==> src/rtl/reg_operand_fetch_if.sv <==
// Bus bundle for the operand-fetch stage: upstream issue, regfile read/snoop,
// downstream operand handshake and the stall counter.
interface reg_operand_fetch_if #(
  parameter int DATA_W = 32,
  parameter int ADDR_W = 5,
  parameter int CNT_W  = 16
);
  logic              in_valid;
  logic              in_ready;
  logic [ADDR_W-1:0] in_rs1;
  logic [ADDR_W-1:0] in_rs2;
  logic [ADDR_W-1:0] in_rd;
  logic [ADDR_W-1:0] sr1;
  logic [ADDR_W-1:0] sr2;
  logic [DATA_W-1:0] rdData1;
  logic [DATA_W-1:0] rdData2;
  logic              wb_en;
  logic [ADDR_W-1:0] wb_addr;
  logic [DATA_W-1:0] wb_data;
  logic              out_valid;
  logic              out_ready;
  logic [DATA_W-1:0] out_op1;
  logic [DATA_W-1:0] out_op2;
  logic [ADDR_W-1:0] out_rd;
  logic [CNT_W-1:0]  stall_cnt;

  modport slave (
    input  in_valid, in_rs1, in_rs2, in_rd, rdData1, rdData2,
           wb_en, wb_addr, wb_data, out_ready,
    output in_ready, sr1, sr2, out_valid, out_op1, out_op2, out_rd, stall_cnt
  );

  modport master (
    output in_valid, in_rs1, in_rs2, in_rd, rdData1, rdData2,
           wb_en, wb_addr, wb_data, out_ready,
    input  in_ready, sr1, sr2, out_valid, out_op1, out_op2, out_rd, stall_cnt
  );
endinterface

==> src/rtl/reg_operand_fetch.sv <==
// Operand-fetch stage: reads the regfile, bypasses same-cycle writeback,
// stalls RAW/WAW hazards via a busy scoreboard, registers operands downstream.
module reg_operand_fetch #(
  parameter int DATA_W = 32,
  parameter int ADDR_W = 5,
  parameter int CNT_W  = 16
) (
  input  logic                 clk,
  input  logic                 rst,
  reg_operand_fetch_if.slave   bus
);
  localparam int NREGS = 2 ** ADDR_W;

  logic [NREGS-1:0]  busy_q,  busy_d;
  logic              valid_q, valid_d;
  logic [DATA_W-1:0] op1_q,   op1_d;
  logic [DATA_W-1:0] op2_q,   op2_d;
  logic [ADDR_W-1:0] rd_q,    rd_d;
  logic [CNT_W-1:0]  stall_q, stall_d;

  logic              wb_live;
  logic              hazard;
  logic              in_ready;
  logic              accept;
  logic [DATA_W-1:0] op1_res, op2_res;

  // A writeback to x0 is discarded by the regfile, so it never bypasses or clears.
  assign wb_live = bus.wb_en && (bus.wb_addr != '0);

  function automatic logic wb_hit(input logic live, input logic [ADDR_W-1:0] wa,
                                  input logic [ADDR_W-1:0] r);
    return live && (wa == r) && (r != '0);
  endfunction

  function automatic logic busy_eff(input logic [NREGS-1:0] busy, input logic live,
                                    input logic [ADDR_W-1:0] wa,
                                    input logic [ADDR_W-1:0] r);
    return busy[r] && (r != '0) && !wb_hit(live, wa, r);
  endfunction

  function automatic logic [DATA_W-1:0] resolve(input logic live,
                                                input logic [ADDR_W-1:0] wa,
                                                input logic [DATA_W-1:0] wd,
                                                input logic [ADDR_W-1:0] rs,
                                                input logic [DATA_W-1:0] rf);
    if (rs == '0)                 return '0;
    else if (wb_hit(live, wa, rs)) return wd;
    else                          return rf;
  endfunction

  assign hazard = busy_eff(busy_q, wb_live, bus.wb_addr, bus.in_rs1) ||
                  busy_eff(busy_q, wb_live, bus.wb_addr, bus.in_rs2) ||
                  busy_eff(busy_q, wb_live, bus.wb_addr, bus.in_rd);

  assign in_ready = (!valid_q || bus.out_ready) && !hazard;
  assign accept   = bus.in_valid && in_ready;
  assign op1_res  = resolve(wb_live, bus.wb_addr, bus.wb_data, bus.in_rs1, bus.rdData1);
  assign op2_res  = resolve(wb_live, bus.wb_addr, bus.wb_data, bus.in_rs2, bus.rdData2);

  // NOTE: every always_comb output is given a default first so no path can infer a latch.
  always_comb begin
    busy_d  = busy_q;
    valid_d = valid_q;
    op1_d   = op1_q;
    op2_d   = op2_q;
    rd_d    = rd_q;
    stall_d = stall_q;

    if (accept) begin
      valid_d = 1'b1;
      op1_d   = op1_res;
      op2_d   = op2_res;
      rd_d    = bus.in_rd;
    end else if (bus.out_ready) begin
      valid_d = 1'b0;
    end

    // Clear before set so an issue claiming the register being written back keeps it busy.
    if (wb_live)                        busy_d[bus.wb_addr] = 1'b0;
    if (accept && (bus.in_rd != '0))    busy_d[bus.in_rd]   = 1'b1;
    busy_d[0] = 1'b0;

    if (bus.in_valid && hazard && (stall_q != '1)) stall_d = stall_q + 1'b1;
  end

  // NOTE: the scoreboard is a flop vector, not a RAM, so it is reset with the rest of the state.
  // NOTE: sequential state uses non-blocking assignments only, keeping edge updates order-independent.
  always_ff @(posedge clk or negedge rst) begin
    if (!rst) begin
      busy_q  <= '0;
      valid_q <= 1'b0;
      op1_q   <= '0;
      op2_q   <= '0;
      rd_q    <= '0;
      stall_q <= '0;
    end else begin
      busy_q  <= busy_d;
      valid_q <= valid_d;
      op1_q   <= op1_d;
      op2_q   <= op2_d;
      rd_q    <= rd_d;
      stall_q <= stall_d;
    end
  end

  assign bus.sr1       = bus.in_rs1;
  assign bus.sr2       = bus.in_rs2;
  assign bus.in_ready  = in_ready;
  assign bus.out_valid = valid_q;
  assign bus.out_op1   = op1_q;
  assign bus.out_op2   = op2_q;
  assign bus.out_rd    = rd_q;
  assign bus.stall_cnt = stall_q;
endmodule

==> src/flat_wrapper.sv <==
// flat-port wrapper written by rule: the top's interface ports become plain ports
module reg_operand_fetch_flat 
#(
  parameter int DATA_W = 32,
  parameter int ADDR_W = 5,
  parameter int CNT_W  = 16
)
  (clk, rst, bus_in_valid, bus_in_rs1, bus_in_rs2, bus_in_rd, bus_rdData1, bus_rdData2, bus_wb_en, bus_wb_addr, bus_wb_data, bus_out_ready, bus_in_ready, bus_sr1, bus_sr2, bus_out_valid, bus_out_op1, bus_out_op2, bus_out_rd, bus_stall_cnt);
  reg_operand_fetch_if #(.DATA_W(DATA_W), .ADDR_W(ADDR_W), .CNT_W(CNT_W)) bus_i ();
  input  logic clk;
  input  logic rst;
  input wire logic [$bits(bus_i.in_valid)-1:0] bus_in_valid;
  input wire logic [$bits(bus_i.in_rs1)-1:0] bus_in_rs1;
  input wire logic [$bits(bus_i.in_rs2)-1:0] bus_in_rs2;
  input wire logic [$bits(bus_i.in_rd)-1:0] bus_in_rd;
  input wire logic [$bits(bus_i.rdData1)-1:0] bus_rdData1;
  input wire logic [$bits(bus_i.rdData2)-1:0] bus_rdData2;
  input wire logic [$bits(bus_i.wb_en)-1:0] bus_wb_en;
  input wire logic [$bits(bus_i.wb_addr)-1:0] bus_wb_addr;
  input wire logic [$bits(bus_i.wb_data)-1:0] bus_wb_data;
  input wire logic [$bits(bus_i.out_ready)-1:0] bus_out_ready;
  output wire logic [$bits(bus_i.in_ready)-1:0] bus_in_ready;
  output wire logic [$bits(bus_i.sr1)-1:0] bus_sr1;
  output wire logic [$bits(bus_i.sr2)-1:0] bus_sr2;
  output wire logic [$bits(bus_i.out_valid)-1:0] bus_out_valid;
  output wire logic [$bits(bus_i.out_op1)-1:0] bus_out_op1;
  output wire logic [$bits(bus_i.out_op2)-1:0] bus_out_op2;
  output wire logic [$bits(bus_i.out_rd)-1:0] bus_out_rd;
  output wire logic [$bits(bus_i.stall_cnt)-1:0] bus_stall_cnt;
  assign bus_i.in_valid = bus_in_valid;
  assign bus_i.in_rs1 = bus_in_rs1;
  assign bus_i.in_rs2 = bus_in_rs2;
  assign bus_i.in_rd = bus_in_rd;
  assign bus_i.rdData1 = bus_rdData1;
  assign bus_i.rdData2 = bus_rdData2;
  assign bus_i.wb_en = bus_wb_en;
  assign bus_i.wb_addr = bus_wb_addr;
  assign bus_i.wb_data = bus_wb_data;
  assign bus_i.out_ready = bus_out_ready;
  assign bus_in_ready = bus_i.in_ready;
  assign bus_sr1 = bus_i.sr1;
  assign bus_sr2 = bus_i.sr2;
  assign bus_out_valid = bus_i.out_valid;
  assign bus_out_op1 = bus_i.out_op1;
  assign bus_out_op2 = bus_i.out_op2;
  assign bus_out_rd = bus_i.out_rd;
  assign bus_stall_cnt = bus_i.stall_cnt;
  reg_operand_fetch #(.DATA_W(DATA_W), .ADDR_W(ADDR_W), .CNT_W(CNT_W)) u_core (.clk(clk), .rst(rst), .bus(bus_i));
endmodule
==> config.mk <==
export PLATFORM = sky130hd
export DESIGN_NAME = reg_operand_fetch_flat
export DESIGN_NICKNAME = d
export VERILOG_FILES = /design/src/rtl/reg_operand_fetch_if.sv /design/src/rtl/reg_operand_fetch.sv /design/src/flat_wrapper.sv
export SDC_FILE = /design/constraint.sdc
export NUM_CORES = 1
export LEC_CHECK = 0
export ABC_AREA = 1
export BUFFER_PORTS_ARGS = -buffer_cell sky130_fd_sc_hd__buf_2
export CAP_MARGIN = 20
export CORE_ASPECT_RATIO = 0.7
export CORE_MARGIN = 4
export CORE_UTILIZATION = 46
export CTS_BUF_LIST = sky130_fd_sc_hd__clkbuf_2
export CTS_CLUSTER_DIAMETER = 50
export DETAILED_ROUTE_END_ITERATION = 6
export MAX_ROUTING_LAYER = met4
export PLACE_DENSITY_LB_ADDON = 0.08
export SLEW_MARGIN = 20
export SYNTH_ARGS = -nofsm -noshare
export SYNTH_HDL_FRONTEND = slang
export SYNTH_SLANG_ARGS = --single-unit
==> constraint.sdc <==
create_clock -name clk -period 2.41 [get_ports clk]
set_input_delay 0.1205 -clock clk [delete_from_list [all_inputs] [get_ports clk]]
set_output_delay 0.1205 -clock clk [all_outputs]
set_load 0.02 [all_outputs]
# After elaboration in Yosys (flattened, before gate mapping)
# Index checks and enable logic that the tools add are counted.
# word_totals
register_bits	117
in_bits	121
output_inout_bits	97
wordCells	73
# classes
addsub	1
magnitude_cmp	6
eq_ne	4
mux	18
bitwise	3
n_reduce_logical	35
# ops
op	count
2-to-1 mux 32 bit	6
bitwise AND 32 bit	1
NOT 32 bit	1
OR 32 bit	1
less-than comparator 5 x 6 -> 1 bit (second input constant)	4
logical AND 1 bit	20
nonzero test 5 bit	4
adder 16 x 1 -> 16 bit (second input constant)	1
!= test 16 bit (second input constant)	1
binary-select mux 1 bit (select 5 bit)	3
== test 5 bit	3
demux 1 bit (select 5 bit)	2
greater-or-equal comparator 5 x 1 -> 1 bit (second input constant)	2
zero test 5 bit	2
2-to-1 mux 1 bit	7
zero test 1 bit	5
logical OR 1 bit	3
nonzero test 2 bit	1

# Depth between registers and ports, before layout
# Gate-level depths: netlist (run 1).
# logic_depth
word_depth	13
depth_mapped	17
mapped_depth_nobuf	15

# Least setup slack after synthesis (run 1)
# No wires, ideal clock.
# synth_timing
path_type	reg-to-reg
start	reg u_core.stall_q[1] (netlist: u_core.bus.stall_cnt[1])
end	reg u_core.stall_q[11] (netlist: u_core.bus.stall_cnt[11])
arrival_ns	1.752
required_time_ns	2.327
slack_ns	0.576
stages_incl_launch_ff	10
path_buffers	2
period_less_slack_ns	1.834
path_cell_list	dfrtp_1 -> ha_1 -> nand3_1 -> nor2_1 -> nand4_1 -> nand3_1 -> buf_4 -> buf_2 -> nand2_1 -> o21ai_0
# synth_between
elab_chain_len	2
# synth_rtl
element	line	source
start, declared	reg_operand_fetch.sv:19	logic [CNT_W-1:0] stall_q, stall_d;
start signal, assigned	reg_operand_fetch.sv:102	stall_q <= stall_d;
parallel branches: the longest is 2 deep, another holds adder 16 x 1 -> 16 bit	--	
# Parallel ways; which one is timed is not known.
# A chain may end at the register's enable or synchronous reset.

# Worst setup path in the final report (run 1)
# layout_timing
start	reg u_core.busy_q[17]
end	out bus_in_ready
# layout_between
elab_chain_len	8
# layout_rtl
element	line	source
start, declared	reg_operand_fetch.sv:14	logic [NREGS-1:0] busy_q, busy_d;
start signal, assigned	reg_operand_fetch.sv:97	busy_q <= busy_d;
binary-select mux 1 bit (select 5 bit)	reg_operand_fetch.sv:38	return busy[r] && (r != '0) && !wb_hit(live, wa, r);
2-to-1 mux 1 bit (not written as such)	reg_operand_fetch.sv:38	
logical AND 1 bit (2 in series)	reg_operand_fetch.sv:38	
logical OR 1 bit	reg_operand_fetch.sv:51	assign hazard = busy_eff(busy_q, wb_live, bus.wb_addr, bus.in_rs1) ||
logical OR 1 bit *	reg_operand_fetch.sv:52	busy_eff(busy_q, wb_live, bus.wb_addr, bus.in_rs2) ||
zero test 1 bit *	reg_operand_fetch.sv:55	assign in_ready = (!valid_q || bus.out_ready) && !hazard;
logical AND 1 bit *	reg_operand_fetch.sv:55	
end, declared	flat_wrapper.sv:22	output wire logic [$bits(bus_i.in_ready)-1:0] bus_in_ready;
# Every way passes the cells marked *; elsewhere a longest branch is shown, timed or not. The select of a mux whose other input is x is not followed.

==> results.toml, run 1 <==
[clock_tree]
clk_pin_slew_ps = 210
cts_buffer_depth = 2
cts-root-buf = "clkbuf_2"
htreeDepth = 4
clock_latency_ps = 670
clkSinkCount = 117
cts_tree = "built"
cts_made_buffers = 17

[sta]
finalHoldViolCount = 0
max_freq_mhz = 408
setup_tns_ps = -39.3
rsz0062_at_grt = "yes"
timing.final.crit_share_pct = 102
worst_slew_pin_slew_ps = 759
slew_violations = 0
finalHoldWorstSlack_ps = 134
final.setup_skew_ps = 36.8
slew_headroom_pct = 49.4
period_minus_slack_ps = 2450
finalSetupViolCount = 1
setup_ws_ps = -39.3

[floorplanning]
initial_utilization_pct = 47.9
num_rows = 38
die_area_um2 = 18600
core_um2 = 15800
die_height_um = 115
fp.dieW_um = 161
ioPinCount = 218

[logic_synthesis]
yosys.area.top_type_share_pct = 38.7
ys_ff_latch = 117
yosysWarnings = 0
synth_area_leaders = "dfrtp_1 (39%), nand2_1 (21%), nand3_1 (6.6%)"
synth_nets = 1212
yosysTopAreaCell = "dfrtp_1"
synth_area_um2 = 7570
ys_seq_area_share_pct = 38.7
synth_cells = 1090
postSynthAreaPerCell_um2 = 6.94
yosysUniqueCellTypes = 31

[worst_setup_path]
startpoint = "u_core.busy_q[17]"
critPathMaxFanout = 4
r2r_start = "u_core.busy_q[17]"
arrival_ps = 2330
crit_path_end_kind = "primary output"
worstSetupPathType = "register to primary output"
cp-start-kind = "register"
crit_required_ps = 2290

[hold_path]
hold_path.class = "input pin to register"
min_from = "bus_in_rd[1]"

[placed_design]
post_dp_cell_area_um2 = 8720
gp_congestion = 0.988
portBuffers = 217
place_hpwl_mm = 19.5

[drt]
via_count = 9100
viasPerCell = 5.46
wl_per_cell_um = 18.6
maxUsedRoutingLayer = "met4"
wl_mm = 31.1
met1Wirelength_mm = 13.3
drt_iter0_markers = 1045
wl_met2_mm = 13.4
dr.pass1.iters = 5
drc = 0
ant_nets = 0
routed-wl-met3_mm = 3.54

[finish]
drive_above_1_share_pct = 22.9
fill_cells = 1365
syn2layout_area_growth_pct = 42.4
final_area_um2 = 10800
antenna_cells = 0
nets = 1557
layout_common_cells = "nand2_1 (410), buf_2 (214), dlygate4sd3_1 (146), dfrtp_1 (110), nand3_1 (96)"
fin_util_pct = 68.3
mostFrequentLayoutCell = "nand2_1"

[outcome]
violations = "negative setup slack"
status = "finished, violations left"

[grt]
grt_max_degree = 65
grt_pass1_wl_mm = 47.4
antenna_found_initial = 0
grt_overflow = 0
first_global_vias = 8700
grt_usage_pct = 33.5

[pwr]
p_leak_nw = 5.77
vdd_ir_drop_max_v = 0.000487
powerDensity_nw_per_um2 = 669

[run]
cap_violations = 0
per-layer routing:
metal / track usage (%) / up-vias
met5: - / -
met4: 10.2 / 0
met3: 9.35 / 78
met2: 48.2 / 582
met1: 46.1 / 4210
li1: - / 4230
critical path: stages (launching register included):
cell	delay, ps
dfrtp_2	500
nand2_1	70
o21ai_0	70
nand2_1	60
nand2_1	50
nand2_1	50
nand2_1	40
nor2_1	110
nand2_1	120
nand2_2	100
nand3_4	120
nor2_4	140
buf_12	120
buf_8	100
path summary, 6_finish.rpt:
check                                          to  cells after the start  slack (ps)
max in group asynchronous  u_core.bus.out_op1[20]                      4        1540
setup / recovery                     bus_in_ready                     13         -40
hold reg to reg            u_core.bus.out_op1[30]                      2         490
setup reg to reg           u_core.bus.out_op2[25]                     15         130
min in group asynchronous       u_core.busy_q[19]                      4         580
hold / removal                   u_core.busy_q[2]                      5         130
metrics by stage:
| stage | setup slack, ps | instances | power, mW |
|---|---|---|---|
| global route | -141 | 1668 | 7.65 |
| finish | -39.3 | 1668 | 7.21 |
| floorplan | 576 | 1090 | 4.38 |
| detailed placement | 184 | 1470 | 5.40 |
| global placement | 162 | 1470 | 5.38 |
| CTS | -72.8 | 1662 | 7.08 |
timing repair:
action / CTS / global route
resized for setup: 15 / 20
setup endpoints to repair: 1 / 80
endpoints found under the hold margin: 217 / 0
cloned: 2 / 4
pin swaps: 5 / 15
buffers inserted: 11 / 3
hold buffers: 147 / 0
where the power goes:
part / total [mW] / internal (mW) / switching (mW)
clock network: 1.35 / 0.488 / 0.862
registers: 2.85 / 2.46 / 0.389
logic: 3.01 / 1.16 / 1.85
sequential cells by signal, summed over array words and instances (netlist names):
signal                flops
u_core.bus.out_rd         5
u_core.bus.out_op1       32
u_core.bus.out_valid      1
u_core.busy_q            31
u_core.bus.out_op2       32
u_core.bus.stall_cnt     16
area by class of cell:
| type | instances | area [um^2] | share of cell area, % |
|---|---|---|---|
| Tap cell | 220 | 275 | 2.55 |
| Clock buffer | 18 | 90.1 | 0.836 |
| Clock inverter | 14 | 150 | 1.39 |
| Timing Repair Buffer | 407 | 3110 | 28.9 |
| Sequential cell | 117 | 2940 | 27.3 |
| Inverter | 79 | 297 | 2.75 |
| Multi-Input combinational cell | 813 | 3920 | 36.3 |
cells in the mapped netlist:
library cell,n
nand4_1,34
a22o_1,32
inv_2,9
clkinv_1,1
a21boi_0,1
nand3_2,1
ha_1,1
nand3b_1,32
clkbuf_1,23
a21oi_1,6
o21ai_0,82
xor2_1,9
nand2_2,1
o31ai_1,3
inv_1,69
dfrtp_1,117
nor3_1,10
nor2_4,1
nor2_1,57
xnor2_1,14
buf_4,20
o211ai_1,5
nor3b_1,1
buf_2,24
nand2_1,414
nor4_1,1
nand3_1,100
buf_6,10
nor2_2,3
o21ai_1,5
buf_1,4
cells by family (layout without fill, tap and decap cells):
| logic type | count (synthesis) | count (layout) | share of synthesized area [%] |
|---|---|---|---|
| flops | 117 | 117 | 38.7 |
| simple gates | 655 | 655 | 37.4 |
| buf+inv | 160 | 518 | 10.3 |
| fa+ha+maj | 1 | 1 | 0.165 |
| compound gates | 134 | 134 | 10.7 |
| xor+xnor | 23 | 23 | 2.66 |
Power figures use the tool's default switching activity.
==> run 2: changes to the inputs <==
==> constraint.sdc (replaced) <==
create_clock -name clk -period 2.41 [get_ports clk]
set_input_delay 0.1205 -clock clk [delete_from_list [all_inputs] [get_ports clk]]
set_output_delay 0.1205 -clock clk [all_outputs]
set_load 0.01 [all_outputs]
==> run 2 against run 1 <==
  * Critical path type unchanged
  * Via count is 1.0% lower
  * Cell area is 0.72% lower
  * Power is 1.5% lower
  * Highest routed layer unchanged
  * Flip-flop and latch count stayed put
  * Critical path depth stayed put
  * Die area stayed put
  * Critical endpoint unchanged
  * Sequential power hardly changed
  * Setup slack worse by 35 ps
  * Core utilization is 0.49 points lower
  * The flow still finishes with violations (negative setup slack)
  * Maximum frequency is 1.4% lower
==> results.toml, run 2 (synthesis gave the netlist of run 1 again) <==
[worst_setup_path]
arrival_ps = 2360
path_cells = "inv_1 > nand2_1 > nand3_1 > nand2_1 > nand2_1 > nand2_1 > nor2_1 > nand2_1 > nand3_1 > nand3_4 > nor2_4 > buf_12 > buf_6"
r2r_start = "u_core.busy_q[22]"
reg2reg_to = "u_core.bus.out_op2[8]"
crit_family = "simple AND/OR/NAND/NOR gates"
cp-start-kind = "register"
crit_required_ps = 2290
reg2reg_depth = 16
crit_path_end_kind = "primary output"
rrSetupSlack_ps = 120
slowest_delay_ps = 500
crit_slowest_cell = "dfrtp_1"
crit_top_cell = "nand2_1"
worstSetupPathType = "register to primary output"
critPathMaxFanout = 3
cp.buffers_inverters = 3

[finish]
final_cells = 1657
syn2layout_area_growth_pct = 41.4
antenna_cells = 0
layout_common_cells = "nand2_1 (412), buf_2 (214), dlygate4sd3_1 (148), dfrtp_1 (115), nand3_1 (98)"
drive_above_1_share_pct = 21.2
mostFrequentLayoutCell = "nand2_1"
fill_cells = 1332
final_area_um2 = 10700
fin_util_pct = 67.8
nets = 1546
seq_area_um2 = 2930
multi_input_area_um2 = 3890

[clock_tree]
htreeDepth = 4
cts-root-buf = "clkbuf_2"
cts_buffer_depth = 2
cts_tree = "built"
clock_latency_ps = 720
clk_pin_slew_ps = 220
cts_made_buffers = 17
clkSinkCount = 117

[pwr]
switching_share_pct = 39.6
combinationalPowerShare_pct = 36.6
powerDensity_nw_per_um2 = 664
clkPwrFrac_pct = 22.9
switchingPower_mw = 2.81
vdd_ir_drop_max_v = 0.000428
p_seq_share_pct = 40.5
p_int_mw = 4.29
p_leak_nw = 5.74

[grt]
antenna_found_initial = 0
grt_usage_pct = 33.5
grt_max_degree = 65
first_global_vias = 8707
grt_overflow = 0
grt_pass1_wl_mm = 47.3

[sta]
finalSetupViolCount = 1
setup_tns_ps = -74.0
final.setup_skew_ps = 31.4
max_freq_mhz = 403
rsz0062_at_grt = "yes"
setup_ws_ps = -74.0
timing.final.crit_share_pct = 103
slew_headroom_pct = 58.4
worst_slew_pin_slew_ps = 624
finalHoldWorstSlack_ps = 58.2
slew_violations = 0
period_minus_slack_ps = 2480
finalHoldViolCount = 0

[run]
cap_violations = 0

[placed_design]
post_dp_cell_area_um2 = 8700
gp_congestion = 1.00
dp_cells = 1468
place_hpwl_mm = 19.6
portBuffers = 217

[drt]
wl_per_cell_um = 18.5
wl_mm = 30.7
viasPerCell = 5.43
ant_nets = 0
drt_iter0_markers = 1030
dr.pass1.iters = 5
drc = 0
via_count = 9005

[hold_path]
hold_path.class = "input pin to register"
min_from = "bus_in_rd[1]"
hold_end = "u_core.busy_q[2]"
min_path_cells = 5

[floorplanning]
core_um2 = 15800
num_rows = 38
fp.dieW_um = 161
initial_utilization_pct = 47.9
die_height_um = 115
ioPinCount = 218
die_area_um2 = 18600

[outcome]
violations = "negative setup slack"
status = "finished, violations left"
-- run 2: power by group through the flow --
stage	Sequential [mW]	Clock, mW	Combinational [mW]
after floorplan	2.98	0	1.08
after global placement	2.88	0	2.17
after detailed placement	2.87	0	2.20
after CTS	2.85	1.62	2.50
after global routing	2.93	1.73	2.85
final	2.88	1.62	2.60
-- run 2: metal layers --
layer / vias to the layer above / part of all wire (%) / global-route usage, %
li1: 4210 / - / -
met1: 4177 / 43 / 46.0
met2: 558 / 44 / 48.3
met3: 60 / 11 / 9.35
met4: 0 / 2.2 / 10.7
met5: - / 0 / -
-- run 2: area by class of cell --
class | count | area share (%)
Inverter | 79 | 2.77
Timing Repair Buffer | 396 | 28.1
Multi-Input combinational cell | 813 | 36.3
Clock buffer | 17 | 0.795
Sequential cell | 117 | 27.4
Clock inverter | 15 | 2.04
Tap cell | 220 | 2.57
-- run 2: worst max path at each step --
stage	from	end	slack, ps	cells after the start
after floorplan	u_core.bus.stall_cnt[1]	u_core.bus.stall_cnt[11]	670	9
after global placement	bus_in_rd[0]	u_core.busy_q[30]	110	15
after detailed placement	bus_in_rd[0]	u_core.bus.out_op2[24]	120	16
after CTS	u_core.busy_q[22]	bus_in_ready	-90	13
after global routing	u_core.busy_q[17]	bus_in_ready	-250	13
final	u_core.busy_q[22]	bus_in_ready	-70	13
-- run 2: tightest hold or removal path, delay by kind of cell --
family / cells / cell delay (ps)
and+or+nand+nor: 3 / 250
buffers and inverters: 2 / 380
-- run 2: metrics by stage --
step           power (mW)  setup slack [ps]
3_3_place_gp         5.05               111
5_1_grt              7.51              -250
4_1_cts              6.97             -89.7
2_1_floorplan        4.06               671
6_report             7.10             -74.0
3_5_place_dp         5.07               124
-- run 2: repair_timing --
action                     in CTS  in global routing
cloned                          2                  2
setup endpoints to repair       1                 85
buffers inserted                4                  1
hold endpoints to repair      219                  0
hold buffers                  149                  0
resized for setup               7                  6
pin swaps                       4                  5
==> run 3: changes to the inputs <==
SKIP_CTS_REPAIR_TIMING = 1   (was unset)
==> run 3 against run 2 <==
  * The run still ends with negative setup slack left
  * Global-route usage is 4.1 points lower
  * Setup slack worse by 120 ps
  * Sequential power about the same
  * Cell area decreased by 0.44%
  * Clock power barely moved
  * Critical path type unchanged
  * Critical endpoint unchanged
  * Largest cell class unchanged
  * Largest power group unchanged
==> results.toml, run 3 (synthesis gave the netlist of run 1 again) <==
[drt]
wl_mm = 30.8
ant_nets = 0
via_count = 9079
viasPerCell = 5.47
wl_per_cell_um = 18.6
drt_iter0_markers = 1033
drc = 0
dr.pass1.iters = 5

[sta]
timing.final.crit_share_pct = 108
slew_violations = 0
max_freq_mhz = 385
slew_headroom_pct = 56.0
finalSetupViolCount = 1
period_minus_slack_ps = 2600
worst_slew_pin_slew_ps = 660
final.setup_skew_ps = 27.6
finalHoldWorstSlack_ps = 6.57
rsz0062_at_grt = "yes"
setup_ws_ps = -189
finalHoldViolCount = 0

[pwr]
powerDensity_nw_per_um2 = 663
switching_share_pct = 39.8
p_int_mw = 4.25
p_leak_nw = 5.71
switchingPower_mw = 2.81
combinationalPowerShare_pct = 36.2
p_seq_share_pct = 40.8
clkPwrFrac_pct = 23.0
vdd_ir_drop_max_v = 0.000427

[floorplanning]
num_rows = 38
die_area_um2 = 18600
core_um2 = 15800
ioPinCount = 218
die_height_um = 115
initial_utilization_pct = 47.9
fp.dieW_um = 161

[placed_design]
place_hpwl_mm = 19.6
dp_cells = 1468
gp_congestion = 1.00
portBuffers = 217

[finish]
nets = 1548
syn2layout_area_growth_pct = 40.7
mostFrequentLayoutCell = "nand2_1"
layout_common_cells = "nand2_1 (412), buf_2 (214), dlygate4sd3_1 (150), dfrtp_1 (115), nand3_1 (99)"
drive_above_1_share_pct = 21.0
final_cells = 1660

[clock_tree]
clkSinkCount = 117
clk_pin_slew_ps = 210
cts_tree = "built"
clock_latency_ps = 740
cts_made_buffers = 17
cts_buffer_depth = 2
cts-root-buf = "clkbuf_2"
htreeDepth = 4

[worst_setup_path]
critPathMaxFanout = 7
crit_family = "simple AND/OR/NAND/NOR gates"
cp-start-kind = "register"
crit_top_cell = "nand2_1"
crit_required_ps = 2290
worstSetupPathType = "register to primary output"
slowest_delay_ps = 420
startpoint = "u_core.busy_q[24]"
cp.buffers_inverters = 3
path_cells = "inv_1 > o21ai_0 > nand2_1 > nand2_1 > nand2_1 > nand2_1 > nor2_1 > nand2_1 > nand2_2 > nand3_4 > nor2_4 > buf_12 > buf_6"
arrival_ps = 2480
crit_slowest_cell = "dfrtp_1"
r2r_start = "u_core.busy_q[24]"
crit_path_end_kind = "primary output"

[hold_path]
hold_path.class = "input pin to register"
min_from = "bus_in_rd[1]"

[grt]
grt_overflow = 0
grt_pass1_wl_mm = 41.4
grt_max_degree = 65
antenna_found_initial = 0
first_global_vias = 7321
grt_usage_pct = 29.4

[run]
cap_violations = 0

[outcome]
violations = "negative setup slack"
status = "finished, violations left"
-- run 3: changes by cell type in the layout (fill, tap and decap cells not counted), moves of 2 or more --
cell | previous run | this run
bufbuf_16 | 2 | 0
dlygate4sd3_1 | 148 | 150
buf_6 | 3 | 1
buf_4 | 20 | 24
-- run 3: worst register-to-register path, delay by kind of cell, from the launching register on --
kind	cells	cell delay (ps)
flip-flops	1	420
AO/OA/AOI/OAI	1	100
buffers and inverters	3	590
AND/OR/NAND/NOR	11	1110
-- run 3: per-stage QoR --
step | power, mW | util (%) | area, um^2 | setup WS (ps) | setup TNS, ps
floorplan | 4.06 | - | 7570 | 671 | 0
global placement | 5.05 | 55.1 | 8700 | 111 | 0
detailed placement | 5.07 | 55.1 | 8700 | 124 | 0
CTS | 6.67 | 57.0 | 9000 | -472 | -472
global route | 7.47 | 67.5 | 10600 | -315 | -364
finish | 7.06 | 67.5 | 10700 | -189 | -189
-- run 3: path summary, 6_finish.rpt --
kind                                           to  slack, ps  depth (start not counted)
setup / recovery                     bus_in_ready       -190                         13
hold / removal                   u_core.busy_q[1]          7                          4
setup reg to reg                u_core.busy_q[30]        130                         15
hold reg to reg             u_core.bus.out_op1[4]        490                          2
max in group asynchronous       u_core.busy_q[19]       1660                          4
min in group asynchronous  u_core.bus.out_op1[16]        490                          4
-- run 3: layout make-up --
type,count,area (um^2)
Clock inverter,15,218
Multi-Input combinational cell,813,3880
Inverter,79,297
Sequential cell,117,2930
Fill cell,1352,5130
Antenna cell,1,2.50
Tap cell,220,275
Timing Repair Buffer,398,2960
Clock buffer,17,85.1
-- run 3: per-layer routing --
layer	track usage (%)	wire length [um]
met3	8.85	3520
met4	5.63	701
met5	-	0
met2	40.3	13200
met1	43.2	13400
-- run 3: power groups by stage --
stage	registers (mW)	clock network, mW	logic [mW]
5_1_grt	2.93	1.73	2.80
3_3_place_gp	2.88	0	2.17
6_report	2.88	1.62	2.56
2_1_floorplan	2.98	0	1.08
4_1_cts	2.85	1.62	2.20
3_5_place_dp	2.87	0	2.20
